`src/rtl/sym_pkg.sv`:
```
// Shared types and constants for the symbol game controller slice.
// Holds the round FSM encoding, blank display code and timer width.
package sym_pkg;

    localparam int CNT_W_DEF = 8;
    localparam int TMR_W = 32;
    localparam logic [7:0] SYM_BLANK = 8'hFF;

    typedef enum logic [2:0] {
        IDLE   = 3'd0,
        PLAY   = 3'd1,
        DRAIN  = 3'd2,
        GUESS  = 3'd3,
        RESULT = 3'd4
    } state_t;

    // A zero-length play window still runs for one cycle.
    function automatic logic [TMR_W-1:0] play_len(input logic [TMR_W-1:0] cycles);
        return (cycles == '0) ? TMR_W'(1) : cycles;
    endfunction

endpackage

```
`src/rtl/sym_game_ctrl_if.sv`:
```
// Bundle between the game controller and its environment: round control,
// upstream symbol stream, player guess and the display/result outputs.
interface sym_game_ctrl_if import sym_pkg::*; #(
    parameter int CNT_W = CNT_W_DEF
);

    logic             start;
    logic [TMR_W-1:0] gameCycles;
    logic             generated;
    logic             special;
    logic [7:0]       generatedSym;
    logic             guessValid;
    logic [CNT_W-1:0] guess;

    logic             genSym;
    logic [7:0]       displaySym;
    logic [CNT_W-1:0] symCount;
    logic [CNT_W-1:0] specialCount;
    logic [2:0]       state;
    logic             resultValid;
    logic             win;

    // Environment side: symbol source, player input, display.
    modport master (
        output start, gameCycles, generated, special, generatedSym,
        output guessValid, guess,
        input  genSym, displaySym, symCount, specialCount, state,
        input  resultValid, win
    );

    // Controller side.
    modport slave (
        input  start, gameCycles, generated, special, generatedSym,
        input  guessValid, guess,
        output genSym, displaySym, symCount, specialCount, state,
        output resultValid, win
    );

endinterface

```
`src/rtl/sym_timer.sv`:
```
// Loadable 32-bit down-counter; stops at zero. Flags the last count (==1)
// and expiry (==0) so the caller can leave a state exactly on time.
module sym_timer import sym_pkg::*; (
    input  logic             Clk100M,
    input  logic             rst,
    input  logic             load,
    input  logic [TMR_W-1:0] load_val,
    input  logic             en,
    output logic             last,
    output logic             expired
);

    logic [TMR_W-1:0] count_q;

    // NOTE: sequential state uses non-blocking assignments only, so every
    // flop samples pre-edge values regardless of block ordering.
    always_ff @(posedge Clk100M or posedge rst) begin
        if (rst) begin
            count_q <= '0;
        end else if (load) begin
            count_q <= load_val;
        end else if (en && !expired) begin
            count_q <= count_q - TMR_W'(1);
        end
    end

    assign expired = (count_q == '0);
    assign last    = (count_q == TMR_W'(1));

endmodule

```
`src/rtl/sym_game_ctrl.sv`:
```
// Round controller: opens a play window for the symbol generator, tallies
// accepted and special symbols, then scores the player's guess.
module sym_game_ctrl import sym_pkg::*; #(
    parameter int          CNT_W         = CNT_W_DEF,
    parameter logic [31:0] GUESS_TIMEOUT = 32'd1_000_000_000
) (
    input  logic           Clk100M,
    input  logic           rst,
    sym_game_ctrl_if.slave bus
);

    localparam logic [CNT_W-1:0] CNT_MAX = {CNT_W{1'b1}};

    state_t           state_q, state_d;
    logic             play_load, guess_load, round_clear;
    logic             win_load, win_d;
    logic             accept;
    logic             play_last, play_expired;
    logic             guess_last, guess_expired;
    logic [CNT_W-1:0] sym_cnt_q, spec_cnt_q;
    logic [7:0]       disp_q;
    logic             win_q;

    sym_timer u_play_timer (
        .Clk100M  (Clk100M),
        .rst      (rst),
        .load     (play_load),
        .load_val (play_len(bus.gameCycles)),
        .en       (state_q == PLAY),
        .last     (play_last),
        .expired  (play_expired)
    );

    sym_timer u_guess_timer (
        .Clk100M  (Clk100M),
        .rst      (rst),
        .load     (guess_load),
        .load_val (GUESS_TIMEOUT),
        .en       (state_q == GUESS),
        .last     (guess_last),
        .expired  (guess_expired)
    );

    always_ff @(posedge Clk100M or posedge rst) begin
        if (rst) state_q <= IDLE;
        else     state_q <= state_d;
    end

    // NOTE: every output of this block gets a default before the case, so no
    // path through it can leave a value held and infer a latch.
    always_comb begin
        state_d     = state_q;
        play_load   = 1'b0;
        guess_load  = 1'b0;
        round_clear = 1'b0;
        win_load    = 1'b0;
        win_d       = win_q;
        case (state_q)
            IDLE, RESULT: begin
                if (bus.start) begin
                    round_clear = 1'b1;
                    play_load   = 1'b1;
                    state_d     = PLAY;
                end
            end
            PLAY: begin
                if (play_last || play_expired) state_d = DRAIN;
            end
            DRAIN: begin
                guess_load = 1'b1;
                state_d    = GUESS;
            end
            GUESS: begin
                // A guess arriving on the expiry cycle still gets scored.
                if (bus.guessValid) begin
                    win_load = 1'b1;
                    win_d    = (bus.guess == spec_cnt_q);
                    state_d  = RESULT;
                end else if (GUESS_TIMEOUT != '0 && (guess_last || guess_expired)) begin
                    win_load = 1'b1;
                    win_d    = 1'b0;
                    state_d  = RESULT;
                end
            end
            default: state_d = IDLE;
        endcase
    end

    // DRAIN still accepts: the generator's registered pulse lags genSym by one cycle.
    assign accept = bus.generated && (state_q == PLAY || state_q == DRAIN);

    always_ff @(posedge Clk100M or posedge rst) begin
        if (rst) begin
            sym_cnt_q  <= '0;
            spec_cnt_q <= '0;
            disp_q     <= SYM_BLANK;
            win_q      <= 1'b0;
        end else if (round_clear) begin
            sym_cnt_q  <= '0;
            spec_cnt_q <= '0;
            disp_q     <= SYM_BLANK;
            win_q      <= 1'b0;
        end else begin
            if (accept) begin
                disp_q <= bus.generatedSym;
                if (sym_cnt_q != CNT_MAX) sym_cnt_q <= sym_cnt_q + CNT_W'(1);
                if (bus.special && spec_cnt_q != CNT_MAX) spec_cnt_q <= spec_cnt_q + CNT_W'(1);
            end
            if (win_load) win_q <= win_d;
        end
    end

    assign bus.genSym       = (state_q == PLAY);
    assign bus.resultValid  = (state_q == RESULT);
    assign bus.state        = state_q;
    assign bus.displaySym   = disp_q;
    assign bus.symCount     = sym_cnt_q;
    assign bus.specialCount = spec_cnt_q;
    assign bus.win          = win_q;

endmodule
```
`src/flat_wrapper.sv`:
```
// flat-port wrapper written by rule: the top's interface ports become plain ports
module sym_game_ctrl_flat import sym_pkg::*;
#(
    parameter int          CNT_W         = CNT_W_DEF,
    parameter logic [31:0] GUESS_TIMEOUT = 32'd1_000_000_000
)
  (Clk100M, rst, bus_start, bus_gameCycles, bus_generated, bus_special, bus_generatedSym, bus_guessValid, bus_guess, bus_genSym, bus_displaySym, bus_symCount, bus_specialCount, bus_state, bus_resultValid, bus_win);
  sym_game_ctrl_if #(.CNT_W(CNT_W)) bus_i ();
  input  logic Clk100M;
  input  logic rst;
  input wire logic [$bits(bus_i.start)-1:0] bus_start;
  input wire logic [$bits(bus_i.gameCycles)-1:0] bus_gameCycles;
  input wire logic [$bits(bus_i.generated)-1:0] bus_generated;
  input wire logic [$bits(bus_i.special)-1:0] bus_special;
  input wire logic [$bits(bus_i.generatedSym)-1:0] bus_generatedSym;
  input wire logic [$bits(bus_i.guessValid)-1:0] bus_guessValid;
  input wire logic [$bits(bus_i.guess)-1:0] bus_guess;
  output wire logic [$bits(bus_i.genSym)-1:0] bus_genSym;
  output wire logic [$bits(bus_i.displaySym)-1:0] bus_displaySym;
  output wire logic [$bits(bus_i.symCount)-1:0] bus_symCount;
  output wire logic [$bits(bus_i.specialCount)-1:0] bus_specialCount;
  output wire logic [$bits(bus_i.state)-1:0] bus_state;
  output wire logic [$bits(bus_i.resultValid)-1:0] bus_resultValid;
  output wire logic [$bits(bus_i.win)-1:0] bus_win;
  assign bus_i.start = bus_start;
  assign bus_i.gameCycles = bus_gameCycles;
  assign bus_i.generated = bus_generated;
  assign bus_i.special = bus_special;
  assign bus_i.generatedSym = bus_generatedSym;
  assign bus_i.guessValid = bus_guessValid;
  assign bus_i.guess = bus_guess;
  assign bus_genSym = bus_i.genSym;
  assign bus_displaySym = bus_i.displaySym;
  assign bus_symCount = bus_i.symCount;
  assign bus_specialCount = bus_i.specialCount;
  assign bus_state = bus_i.state;
  assign bus_resultValid = bus_i.resultValid;
  assign bus_win = bus_i.win;
  sym_game_ctrl #(.CNT_W(CNT_W), .GUESS_TIMEOUT(GUESS_TIMEOUT)) u_core (.Clk100M(Clk100M), .rst(rst), .bus(bus_i));
endmodule
```
`config.mk`:
```
export PLATFORM = sky130hd
export DESIGN_NAME = sym_game_ctrl_flat
export DESIGN_NICKNAME = d
export VERILOG_FILES = /design/src/rtl/sym_pkg.sv /design/src/rtl/sym_game_ctrl_if.sv /design/src/rtl/sym_timer.sv /design/src/rtl/sym_game_ctrl.sv /design/src/flat_wrapper.sv
export SDC_FILE = /design/constraint.sdc
export NUM_CORES = 1
export LEC_CHECK = 0
export ABC_CLOCK_PERIOD_IN_PS = 2900
export CELL_PAD_IN_SITES_DETAIL_PLACEMENT = 0
export CELL_PAD_IN_SITES_GLOBAL_PLACEMENT = 2
export CORE_MARGIN = 4
export CORE_UTILIZATION = 34
export DETAILED_ROUTE_END_ITERATION = 16
export PLACE_DENSITY = 0.86
export SYNTH_ARGS = -nofsm -noshare
export SYNTH_HDL_FRONTEND = slang
export SYNTH_HIERARCHICAL = 1
export SYNTH_SLANG_ARGS = --single-unit
```
`constraint.sdc`:
```
create_clock -name Clk100M -period 2.9 [get_ports Clk100M]
set_input_delay 0.87 -clock Clk100M [delete_from_list [all_inputs] [get_ports Clk100M]]
set_output_delay 0.87 -clock Clk100M [all_outputs]
set_load 0.005 [all_outputs]
```
# Word-level counts from Yosys, hierarchy flattened
# Cells that the tools add are included.
[totals]
ramBits = 0
register_bits = 92
memories = 0
elab_cells = 78
output_inout_bits = 30
latchBits = 0
mem_bits_ro = 0
input_bits = 54
[classes]
eq_ne = 12
bitwise_logic = 0
addsub = 4
shift = 0
multipliers = 0
muxes = 29
n_reduce_logical = 26
div = 0
magnitude_cmp = 0
[ops]
columns = ["op", "count"]
rows = [
  ["$mux W32", 5],
  ["$logic_not A32 Y1", 3],
  ["$eq A32 B1 Y1 const B", 2],
  ["$mux W8", 8],
  ["$sub A32 B1 Y32 const B", 2],
  ["$add A8 B1 Y8 const B", 2],
  ["$ne A8 B8 Y1 const B", 2],
  ["$reduce_bool A2 Y1", 7],
  ["$mux W3", 4],
  ["$pmux W3 S4", 1],
  ["$mux W1", 11],
  ["$eq A8 B8 Y1", 1],
  ["$eq A3 B2 Y1 const B", 2],
  ["$reduce_and A3 Y1", 2],
  ["$logic_and A1 B1 Y1", 4],
  ["$reduce_and A2 Y1", 2],
  ["$eq A3 B1 Y1 const B", 1],
  ["$eq A3 B3 Y1 const B", 1],
  ["$logic_not A3 Y1", 1],
  ["$logic_or A1 B1 Y1", 3],
  ["$ne A3 B2 Y1 const B", 1],
  ["$reduce_bool A3 Y1", 1],
  ["$logic_not A1 Y1", 2],
  ["$ne A2 B1 Y1 const B", 1],
  ["other kinds (2)", 2],
]

# Depth between registers and ports, before layout
# Gate-level depths: netlist of run 1.
[depth]
depth_word = 7
ltp_mapped = 10
ltp_nobuf = 9

# Hierarchy
# Netlist of run 1, hierarchy kept.
[by_module_without_submodules]
columns = ["mod", "area_each_um2", "seq_area_each_um2", "n_inst", "cells_per_inst"]
rows = [
  ["sym_timer (u_core.u_guess_timer)", 2207.1, 800.8, 1, 239],
  ["sym_timer (u_core.u_play_timer)", 2154.6, 800.8, 1, 257],
  ["sym_game_ctrl", 1740.4, 710.7, 1, 210],
]

# Least setup slack after synthesis of run 1
# OpenSTA, ideal clock, no wires.
[synth_timing]
path_kind = "reg-to-reg"
startpoint = "register u_core.state_q[1], in the netlist u_core/bus.state[1]"
endpoint = "register u_core.u_play_timer.count_q[27]"
period_less_slack_ns = 2.453
t_required_ns = 2.818
stages_incl_launch_ff = 8
t_arrival_ns = 2.371
setup_ns = 0.082
path_buffers = 0
path_slack_ns = 0.447
path_cell_list = "dfrtp_1 -> and2b_1 -> nor2b_1 -> nor4b_1 -> nand4_1 -> or4_1 -> or3_1 -> a31oi_1"
[synth_between]
word_cells_on_any_way = 8
classes_between = "2 x eq/ne; 2 x mux; 4 x reduce/logical"
[synth_rtl]
columns = ["item", "line", "rtl"]
rows = [
  ["start, declared", "sym_game_ctrl.sv:14", "state_t state_q, state_d;"],
  ["start signal, assigned", "sym_game_ctrl.sv:46", "else state_q <= state_d;"],
  ["$eq A3 B1 Y1", "--", ""],
  ["via bus_genSym", "flat_wrapper.sv:18", "output wire logic [$bits(bus_i.genSym)-1:0] bus_genSym;"],
  ["$logic_and A1 B1 Y1", "sym_timer.sv:22", "end else if (en && !expired) begin"],
  ["$reduce_bool A2 Y1 (no source line)", "--", ""],
  ["end signal, assigned", "sym_timer.sv:21", "count_q <= load_val;"],
  ["end signal, assigned", "sym_timer.sv:23", "count_q <= count_q - TMR_W'(1);"],
  ["end, declared", "sym_timer.sv:13", "logic [TMR_W-1:0] count_q;"],
]
# The timed path passes the listed nets, and every way through them passes these cells.
# A chain may end at the register's enable or synchronous reset.

# Worst setup path in the final report of run 1
[layout_timing]
startpoint = "register u_core.state_q[0], in the netlist u_core/bus.state[0]"
endpoint = "output bus_genSym"
[layout_between]
elab_chain_cells = 1
[layout_rtl]
columns = ["item", "line", "rtl"]
rows = [
  ["$eq A3 B1 Y1", "sym_game_ctrl.sv:113", "assign bus.genSym = (state_q == PLAY);"],
  ["end, declared", "flat_wrapper.sv:18", ""],
]
# No other way between the ends.

==> results of run 1 <==
[worst paths after layout]
kind                                                             start                                     endpoint  slack (ps)  cells after the start
hold reg to reg                   u_core/bus.displaySym[5]$_DFFE_PP1P_         u_core/bus.displaySym[5]$_DFFE_PP1P_         480                      2
hold / removal                    u_core/bus.displaySym[5]$_DFFE_PP1P_         u_core/bus.displaySym[5]$_DFFE_PP1P_         480                      2
min in group asynchronous                                          rst              u_core/bus.state[1]$_DFFE_PP0P_         770                      2
setup reg to reg           u_core/u_play_timer/count_q[16]$_DFFE_PP0P_  u_core/u_play_timer/count_q[27]$_DFFE_PP0P_         290                      5
setup / recovery                       u_core/bus.state[0]$_DFFE_PP0P_                                   bus_genSym         160                      4
max in group asynchronous                                          rst         u_core/bus.displaySym[0]$_DFFE_PP1P_        1530                      3
[cells in the mapped netlist (all sizes together) (4+ instances only)]
cell	number
or3	23
nand4	19
clkbuf	58
o211ai	10
dfrtp	84
xnor2	25
and2	4
or2	6
a311oi	4
o41ai	4
o21ai	40
nor2	44
a211o	4
a21boi	4
nor2b	11
nand2b	8
and3	5
nand3b	4
o31ai	9
a31oi	20
inv	23
mux2	6
nor3	24
ha	6
nand3	39
a21oi	12
or4	19
a2111oi	13
xor2	10
buf	6
nor4	22
nand2	76
mux2i	8
dfstp	8
nand4b	5
o311ai	6
[area by class of cell]
class	instances	area [um^2]	area share, %
Multi-Input combinational cell	557	3558	46.71
Sequential cell	92	2313	30.37
Timing Repair Buffer	115	1096	14.39
Tap cell	225	281.5	3.695
Clock buffer	15	277.8	3.646
Inverter	23	86.33	1.133
Clock inverter	1	5.005	0.06569
[logic make-up (layout without fill, tap and decap cells)]
kind of cell    count (synthesis)  count (layout)  share of synthesized area [%]
other cells                     2              32                         0.1231
fa+ha+maj                       6               6                          1.230
buf+inv                        87             154                          5.762
flops                          92              92                          37.89
xor+xnor                       35              35                          5.147
mux                            14              14                          2.419
compound gates                147             147                          17.26
simple gates                  323             323                          30.16
[tightest hold or removal path, stage by stage (launching register included)]
cell and delay, ps:
dfstp_2 370, nand2_1 50, nand3_1 70
[flip-flops by register name, summed over array words and instances, names as in the netlist]
register	cells
u_core/bus.displaySym	8
u_core/bus.state	3
u_core/u_guess_timer/count_q	32
u_core/bus.win	1
u_core/u_play_timer/count_q	32
u_core/bus.symCount	8
u_core/bus.specialCount	8
[through the flow]
step / worst slack, ps / power (uW)
3_5_place_dp: 318.1 / 4477
5_1_grt: 28.89 / 6025
6_report: 156.0 / 5613
4_1_cts: 61.58 / 5652
2_1_floorplan: 446.9 / 3600
3_3_place_gp: 350.1 / 4421
[power groups by stage]
stage	combinational (uW)	sequential (uW)	clock, uW
floorplan	1350	2250	0
CTS	2060	2410	1180
global placement	2010	2410	0
detailed placement	2050	2430	0
finish	2050	2420	1140
global route	2280	2510	1230
[metal layers]
metal,share of wire (%),global-route usage (%),vias to the layer above,wire (um)
met5,0,0,-,0
met4,1.7,5.657,0,279
met3,4.9,2.856,22,809
met2,46,26.26,138,7545
met1,48,23.13,2685,7859
li1,-,-,2757,-
[cell usage in the layout (no fill, tap or decap), drive strengths merged, types with 8 or more instances in the layout]
| cell | count |
|---|---|
| mux2i | 8 |
| dfstp | 8 |
| clkdlybuf4s50 | 83 |
| xor2 | 10 |
| nand4 | 19 |
| nand2 | 76 |
| clkbuf | 15 |
| nor2 | 44 |
| dfrtp | 84 |
| nor3 | 24 |
| inv | 23 |
| nand2b | 8 |
| o21ai | 40 |
| or3 | 23 |
| xnor2 | 25 |
| a31oi | 20 |
| a21oi | 12 |
| buf | 32 |
| nand3 | 39 |
| o211ai | 10 |
| o31ai | 9 |
| a2111oi | 13 |
| nor4 | 22 |
| conb | 32 |
| nor2b | 11 |
| or4 | 19 |
[timing repair]
action	4_1_cts	5_1_grt
setup endpoints to repair	0	1
hold buffers	0	0
endpoints found under the hold margin	0	0
gates resized for setup	0	1
==> impl_metrics.csv, run 1 <==
group,metric,value,unit
floorplanning,initial_core_util,35.04,%
cells_and_area,nFillCells,1696,
setup_path,end_kind,"output pin",
global_route,grt_usage,16.61,%
hold_path,hold_path.class,"register to register",
synthesis,yosysSeqAreaShare,37.89,%
synthesis,synth_top_area_cell,"dfrtp_1",
route,first_pass_iters,5,
synthesis,syn_area,6102,um^2
synthesis,yosys_warnings,6,
cells_and_area,postLayoutCoreUtil,43.74,%
power_and_ir_drop,intPower,3511,uW
setup_path,crit_family,"buffers and inverters",
cells_and_area,final_nets,858,
global_route,antenna_found_initial,0,
route,drt-total-wl,16.49,mm
cells_and_area,drive_gt1_share,11.33,%
floorplanning,die_w,142.0,um
synthesis,syn_inst,706,
sta,drv_slew,0,
clock_network,numCtsBuffers,9,
sta,timing.fmax,364.4,MHz
sta,final-setup-viol-count,0,
sta,whs,484.0,ps
setup_path,critical_path_class,"register to output pin",
run_status,status,"finished, final reports clean",
route,routedWlPerCell,16.04,um
synthesis,synth_top_area_share,34.45,%
synthesis,yosys.cell_types.count,73,
power_and_ir_drop,power_density,736.8,nW/um^2
setup_path,cp.buffers_inverters,2,
run,drv_cap,0,
floorplanning,std_cell_rows,48,
floorplanning,die_area,20150,um^2
route,drc,0,
setup_path,critPathArrivalTime,1870,ps
cells_and_area,layoutNonFillerInstCount,1028,
sta,slew_headroom,48.66,%
power_and_ir_drop,switching_power,2102,uW
synthesis,yosys-top-cells-area,"dfrtp_1 (34%), nand2_1 (4.7%), xnor2_1 (3.6%)",
route,via_per_inst,5.449,
synthesis,ys_async_sr_fraction,100.0,%
placed_design,postPlaceCellArea,7335,um^2
sta,rsz0062_at_grt,"false",
sta,clock_skew,6.926,ps
cells_and_area,syn2layout_area_growth,24.85,%
cells_and_area,n_antenna_cell,0,
clock_network,cts_tree,"built",
placed_design,dpl.cell_count,1012,
clock_network,post_cts_buffers,0,
global_route,grt.overflow.total,0,
power_and_ir_drop,comb_power_share,36.5,%
power_and_ir_drop,p_sw_share,37.45,%
clock_network,clk_path_buf_depth,2,
route,vias,5602,
synthesis,synth_seq_cells,92,
setup_path,start_kind,"register",
floorplanning,die_h,142.0,um
floorplanning,core_area,17420,um^2
clock_network,cts_root_buffer,"clkbuf_16",
sta,min_period_over_period,94.62,%
power_and_ir_drop,leakagePower,0.002825,uW
power_and_ir_drop,power_frac_seq,43.1,%
clock_network,htree_levels,3,
power_and_ir_drop,ir_drop,0.3417,mV
sta,hold_violations,0,
synthesis,postSynthAreaPerCell,8.643,um^2
setup_path,cp_max_fo,11,
synthesis,synthFlopType,"dfrtp_1",
setup_path,cp_cell_sequence,"and2b_1, nor2b_1, buf_4, clkdlybuf4s50_1",
global_route,first_global_vias,5490,
cells_and_area,fin_area,7619,um^2
sta,finalSetupTns,0,ps
sta,finalCriticalPeriod,2744,ps
global_route,grt_pass1_wl,27.69,mm
placed_design,io_buffers,83,
power_and_ir_drop,clockPowerShare,20.3,%
global_route,grt_start_max_net_pins,36,
clock_network,path_clk_slew,60,ps
route,ant_nets,0,
synthesis,synth_edf_count,0,
placed_design,globalplace.congestion,0.8317,
sta,tightest_slew,766.5,ps
setup_path,cpMaxStageDelayCell,"clkdlybuf4s50_1",
route,drt_iter0_drc,392,
clock_network,clock-sinks,92,
clock_network,insertion_delay,350,ps
setup_path,slowest_delay,520,ps
floorplanning,ios,84,
placed_design,hpwl,12.18,mm
setup_path,required,2030,ps
Note: power is estimated with default switching activity, not from simulation.
==> run 2: changes to the inputs <==
Settings changed: CORE_ASPECT_RATIO set to 0.75, CORE_UTILIZATION 34 to 39, DONT_BUFFER_PORTS set to 1, PLACE_DENSITY 0.86 to 0.85.
==> impl_metrics.csv, run 2 (synthesized netlist as in run 1, its figures left out) <==
group,metric,value,unit
run_status,status,"finished, final reports clean",
hold_path,hold_path.class,"primary input to asynchronous set/reset pin",
floorplanning,die_h,116.3,um
sta,whs,493.9,ps
global_route,grt_pass1_wl,26.81,mm
setup_path,r2r_slack,290,ps
floorplanning,std_cell_rows,39,
setup_path,cp_max_fo,11,
global_route,grt_start_max_net_pins,33,
cells_and_area,final_cell_mix,"dfrtp_1 (84), nand2_1 (76), nor2_1 (44)",
clock_network,cts_tree,"built",
cells_and_area,reg_top3,"u_core/u_guess_timer/count_q x32, u_core/u_play_timer/count_q x32",
setup_path,critical_path_class,"register to register",
global_route,first_global_vias,4987,
floorplanning,die_area,17730,um^2
sta,rsz0062_at_grt,"false",
cells_and_area,postLayoutCoreUtil,44.19,%
sta,finalCriticalPeriod,2606,ps
cells_and_area,mostFrequentLayoutCell,"dfrtp_1",
sta,timing.fmax,383.7,MHz
clock_network,cts_root_buffer,"clkbuf_16",
setup_path,end_kind,"register",
route,routedWlPerCell,17.63,um
sta,hold_violations,0,
global_route,antenna_found_initial,0,
route,vias,5375,
setup_path,r2r-end,"u_core/u_play_timer/count_q[28]$_DFFE_PP0P_",
route,first_pass_iters,5,
clock_network,path_clk_slew,70,ps
setup_path,reg2regPathDepth,5,
global_route,grt.overflow.total,0,
setup_path,required,3180,ps
floorplanning,die_w,152.4,um
sta,finalSetupTns,0,ps
global_route,grt_usage,18.60,%
sta,tightest_slew,838.3,ps
sta,slew_headroom,44.05,%
route,drt-total-wl,16.31,mm
route,drt_iter0_drc,368,
clock_network,insertion_delay,350,ps
clock_network,numCtsBuffers,9,
route,ant_nets,0,
power_and_ir_drop,leakagePower,0.002505,uW
power_and_ir_drop,ir_drop,0.3215,mV
cells_and_area,ff_latch_area,2312,um^2
placed_design,globalplace.congestion,0.8664,
sta,min_period_over_period,89.86,%
placed_design,io_buffers,0,
floorplanning,initial_core_util,39.95,%
cells_and_area,syn2layout_area_growth,10.60,%
cells_and_area,multiInputGateArea,3558,um^2
clock_network,clock-sinks,92,
cells_and_area,final_nets,775,
cells_and_area,nFillCells,1483,
run,drv_cap,0,
cells_and_area,fin_area,6749,um^2
clock_network,clk_path_buf_depth,2,
setup_path,start_kind,"register",
cells_and_area,n_antenna_cell,0,
clock_network,cts_resized,0,
placed_design,postPlaceCellArea,6454,um^2
sta,drv_slew,0,
route,via_per_inst,5.811,
route,drc,0,
cells_and_area,drive_gt1_share,12.92,%
setup_path,critPathArrivalTime,2880,ps
clock_network,htree_levels,3,
sta,final-setup-viol-count,0,
clock_network,post_cts_buffers,0,
floorplanning,ios,84,
setup_path,rr_startpoint,"u_core/u_play_timer/count_q[6]$_DFFE_PP0P_",
sta,clock_skew,10.33,ps
floorplanning,core_area,15270,um^2
placed_design,hpwl,12.19,mm
power_and_ir_drop,power_density,783.2,nW/um^2
clock_network,cts_hold_buffers,0,
[run 2: changes by cell type in the layout (fill, tap and decap cells not counted), sizes merged]
cell and delta:
clkdlybuf4s50 -83, clkbuf -5, inv +3, clkinv +1, clkinvlp +1
[run 2: cell type report]
type,instances,share of cell area [%]
clock buffers,10,3.541
clock inverters,6,0.8343
inverters,23,1.279
multi-input cells,557,52.73
flip-flops and latches,92,34.26
well taps,205,3.801
repair buffers,32,3.560
[run 2: layer usage]
layer | wire [um] | global-route usage [%] | up-vias
met5 | 0 | 0 | -
li1 | - | - | 2589
met1 | 8098 | 26.85 | 2582
met4 | 157 | 4.629 | 0
met2 | 6729 | 27.66 | 189
met3 | 1321 | 5.407 | 15
[run 2: how the worst max path moves through the flow]
stage	slack, ps	from	end
floorplan	450	u_core/bus.state[1]$_DFFE_PP0P_	u_core/u_play_timer/count_q[27]$_DFFE_PP0P_
global placement	410	u_core/bus.state[1]$_DFFE_PP0P_	u_core/u_play_timer/count_q[27]$_DFFE_PP0P_
detailed placement	350	u_core/bus.state[1]$_DFFE_PP0P_	u_core/u_play_timer/count_q[27]$_DFFE_PP0P_
CTS	310	u_core/bus.state[1]$_DFFE_PP0P_	u_core/u_play_timer/count_q[27]$_DFFE_PP0P_
global route	80	u_core/u_play_timer/count_q[6]$_DFFE_PP0P_	u_core/u_play_timer/count_q[28]$_DFFE_PP0P_
finish	290	u_core/u_play_timer/count_q[6]$_DFFE_PP0P_	u_core/u_play_timer/count_q[28]$_DFFE_PP0P_
[run 2: power breakdown]
| part | internal [uW] | switching, uW | leakage, uW |
|---|---|---|---|
| clock network | 624 | 560 | 0.000143 |
| logic | 744 | 903 | 0.00130 |
| registers | 1800 | 656 | 0.00106 |
| total | 3170 | 2120 | 0.00251 |
[run 2: critical path, stage by stage, from the launching register on]
cell	delay, ps
dfrtp_1	450
nor4_2	500
nand3_1	280
a2111o_1	610
or4_1	510
a31oi_1	170
[run 2: stage by stage]
stage | setup slack [ps] | power (uW) | instances
after CTS | 313.9 | 5326 | 925
final | 294.0 | 5286 | 925
after floorplan | 446.9 | 3600 | 736
after global placement | 411.9 | 4045 | 909
after global routing | 76.87 | 5684 | 925
after detailed placement | 352.1 | 4103 | 909
==> run 3: changes to the inputs <==
Settings changed: CORE_UTILIZATION 39 to 40, CTS_BUF_LIST set to sky130_fd_sc_hd__clkbuf_8, PLACE_DENSITY 0.85 to 0.87.
==> impl_metrics.csv, run 3 (synthesized netlist as in run 1, its figures left out) <==
group,metric,value,unit
run,drv_cap,0,
sta,finalCriticalPeriod,2559,ps
power_and_ir_drop,switching_power,2129,uW
sta,drv_slew,0,
sta,whs,451.0,ps
route,vias,5404,
sta,finalSetupTns,0,ps
placed_design,io_buffers,0,
cells_and_area,layoutNonFillerInstCount,919,
power_and_ir_drop,power_density,756.6,nW/um^2
sta,hold_violations,0,
placed_design,hpwl,12.09,mm
clock_network,insertion_delay,400,ps
power_and_ir_drop,ir_drop,0.3839,mV
power_and_ir_drop,leakagePower,0.002460,uW
placed_design,postPlaceCellArea,6440,um^2
power_and_ir_drop,intPower,2895,uW
floorplanning,die_h,115.0,um
route,first_pass_iters,5,
route,drt-total-wl,16.29,mm
setup_path,critical_path_class,"register to register",
global_route,grt_usage,19.04,%
setup_path,cp_max_fo,4,
global_route,antenna_found_initial,0,
setup_path,start_kind,"register",
cells_and_area,n_antenna_cell,0,
route,via_per_inst,5.880,
clock_network,clock-sinks,92,
cells_and_area,reg_top3,"u_core/u_guess_timer/count_q x32, u_core/u_play_timer/count_q x32",
run_status,status,"finished, final reports clean",
clock_network,post_cts_buffers,0,
sta,clock_skew,19.54,ps
clock_network,clk_path_buf_depth,2,
route,drt_iter0_drc,498,
hold_path,hold_path.class,"primary input to asynchronous set/reset pin",
clock_network,cts_hold_buffers,0,
sta,slew_headroom,43.27,%
sta,rsz0062_at_grt,"false",
setup_path,required,3220,ps
route,drc,0,
global_route,grt.overflow.total,0,
setup_path,critPathArrivalTime,2880,ps
clock_network,path_clk_slew,110,ps
floorplanning,die_w,150.6,um
cells_and_area,postLayoutCoreUtil,45.20,%
sta,tightest_slew,850.1,ps
clock_network,cts_root_buffer,"clkbuf_8",
floorplanning,ios,84,
floorplanning,initial_core_util,41.53,%
clock_network,numCtsBuffers,9,
cells_and_area,mostFrequentLayoutCell,"dfrtp_1",
cells_and_area,fin_area,6640,um^2
placed_design,globalplace.congestion,0.8982,
power_and_ir_drop,power_frac_seq,48.8,%
cells_and_area,drive_gt1_share,12.80,%
placed_design,dpl.cell_count,903,
clock_network,htree_levels,3,
global_route,grt_start_max_net_pins,39,
route,routedWlPerCell,17.72,um
global_route,first_global_vias,5072,
power_and_ir_drop,comb_power_share,33.0,%
floorplanning,core_area,14690,um^2
power_and_ir_drop,clockPowerShare,18.2,%
power_and_ir_drop,p_sw_share,42.37,%
clock_network,cts_resized,0,
global_route,grt_pass1_wl,26.48,mm
clock_network,cts_tree,"built",
cells_and_area,final_cell_mix,"dfrtp_1 (84), nand2_1 (76), nor2_1 (44)",
sta,timing.fmax,390.7,MHz
route,ant_nets,0,
sta,min_period_over_period,88.25,%
cells_and_area,final_nets,774,
cells_and_area,syn2layout_area_growth,8.817,%
floorplanning,std_cell_rows,38,
setup_path,end_kind,"register",
floorplanning,die_area,17320,um^2
sta,final-setup-viol-count,0,
-- run 3: cell count changes in the layout (fill, tap and decap cells not counted) --
cell        change
buf_4           -1
clkbuf_16       -9
clkbuf_8        +8
clkinv_8        +1
clkinvlp_4      -1
inv_8           +1
-- run 3: power groups by stage --
stage	Sequential (uW)	Combinational, uW	Clock [uW]
after detailed placement	2470	1660	0
after global placement	2450	1600	0
final	2450	1660	913
after global routing	2550	1880	998
after CTS	2450	1660	950
after floorplan	2250	1350	0
-- run 3: worst max-delay path, cell delays in order (launching register included) --
cell     delay [ps]
dfrtp_1         380
and2b_1         220
nor2b_1         190
nor4b_1         440
nand4_1         270
or4_1           530
or3_1           310
a31oi_1         160
-- run 3: per-layer routing --
metal / up-vias / wire length [um] / global-route usage [%]
met3: 10 / 1427 / 5.831
met5: - / 0 / 0
met4: 0 / 101 / 3.382
met1: 2638 / 7969 / 28.14
met2: 169 / 6790 / 27.86
li1: 2587 / - / -
-- run 3: path summary, 6_finish.rpt --
kind | cells past startpoint | to | slack, ps | start
worst max-delay path | 7 | u_core/u_play_timer/count_q[27]$_DFFE_PP0P_ | 340 | u_core/bus.state[1]$_DFFE_PP0P_
worst min-delay path | 2 | u_core/u_play_timer/count_q[19]$_DFFE_PP0P_ | 450 | rst
worst max register to register | 7 | u_core/u_play_timer/count_q[27]$_DFFE_PP0P_ | 340 | u_core/bus.state[1]$_DFFE_PP0P_
worst min register to register | 2 | u_core/bus.displaySym[5]$_DFFE_PP1P_ | 500 | u_core/bus.displaySym[5]$_DFFE_PP1P_
max in group asynchronous | 2 | u_core/bus.displaySym[2]$_DFFE_PP1P_ | 1670 | rst
min in group Clk100M | 2 | u_core/bus.displaySym[5]$_DFFE_PP1P_ | 500 | u_core/bus.displaySym[5]$_DFFE_PP1P_
-- run 3: metrics by stage --
step	total power, uW	setup slack, ps
finish	5024	340.6
global route	5433	36.01
CTS	5062	337.9
detailed placement	4127	365.8
global placement	4050	421.0
floorplan	3600	446.9
-- run 3: final cells by class --
class | count | area (um^2)
clock inverter | 7 | 76.32
multi-input combinational | 557 | 3558
tap | 200 | 250.2
timing repair buffer | 31 | 232.7
fill | 1454 | 8051
clock buffer | 9 | 123.9
inverter | 23 | 86.33
sequential | 92 | 2312
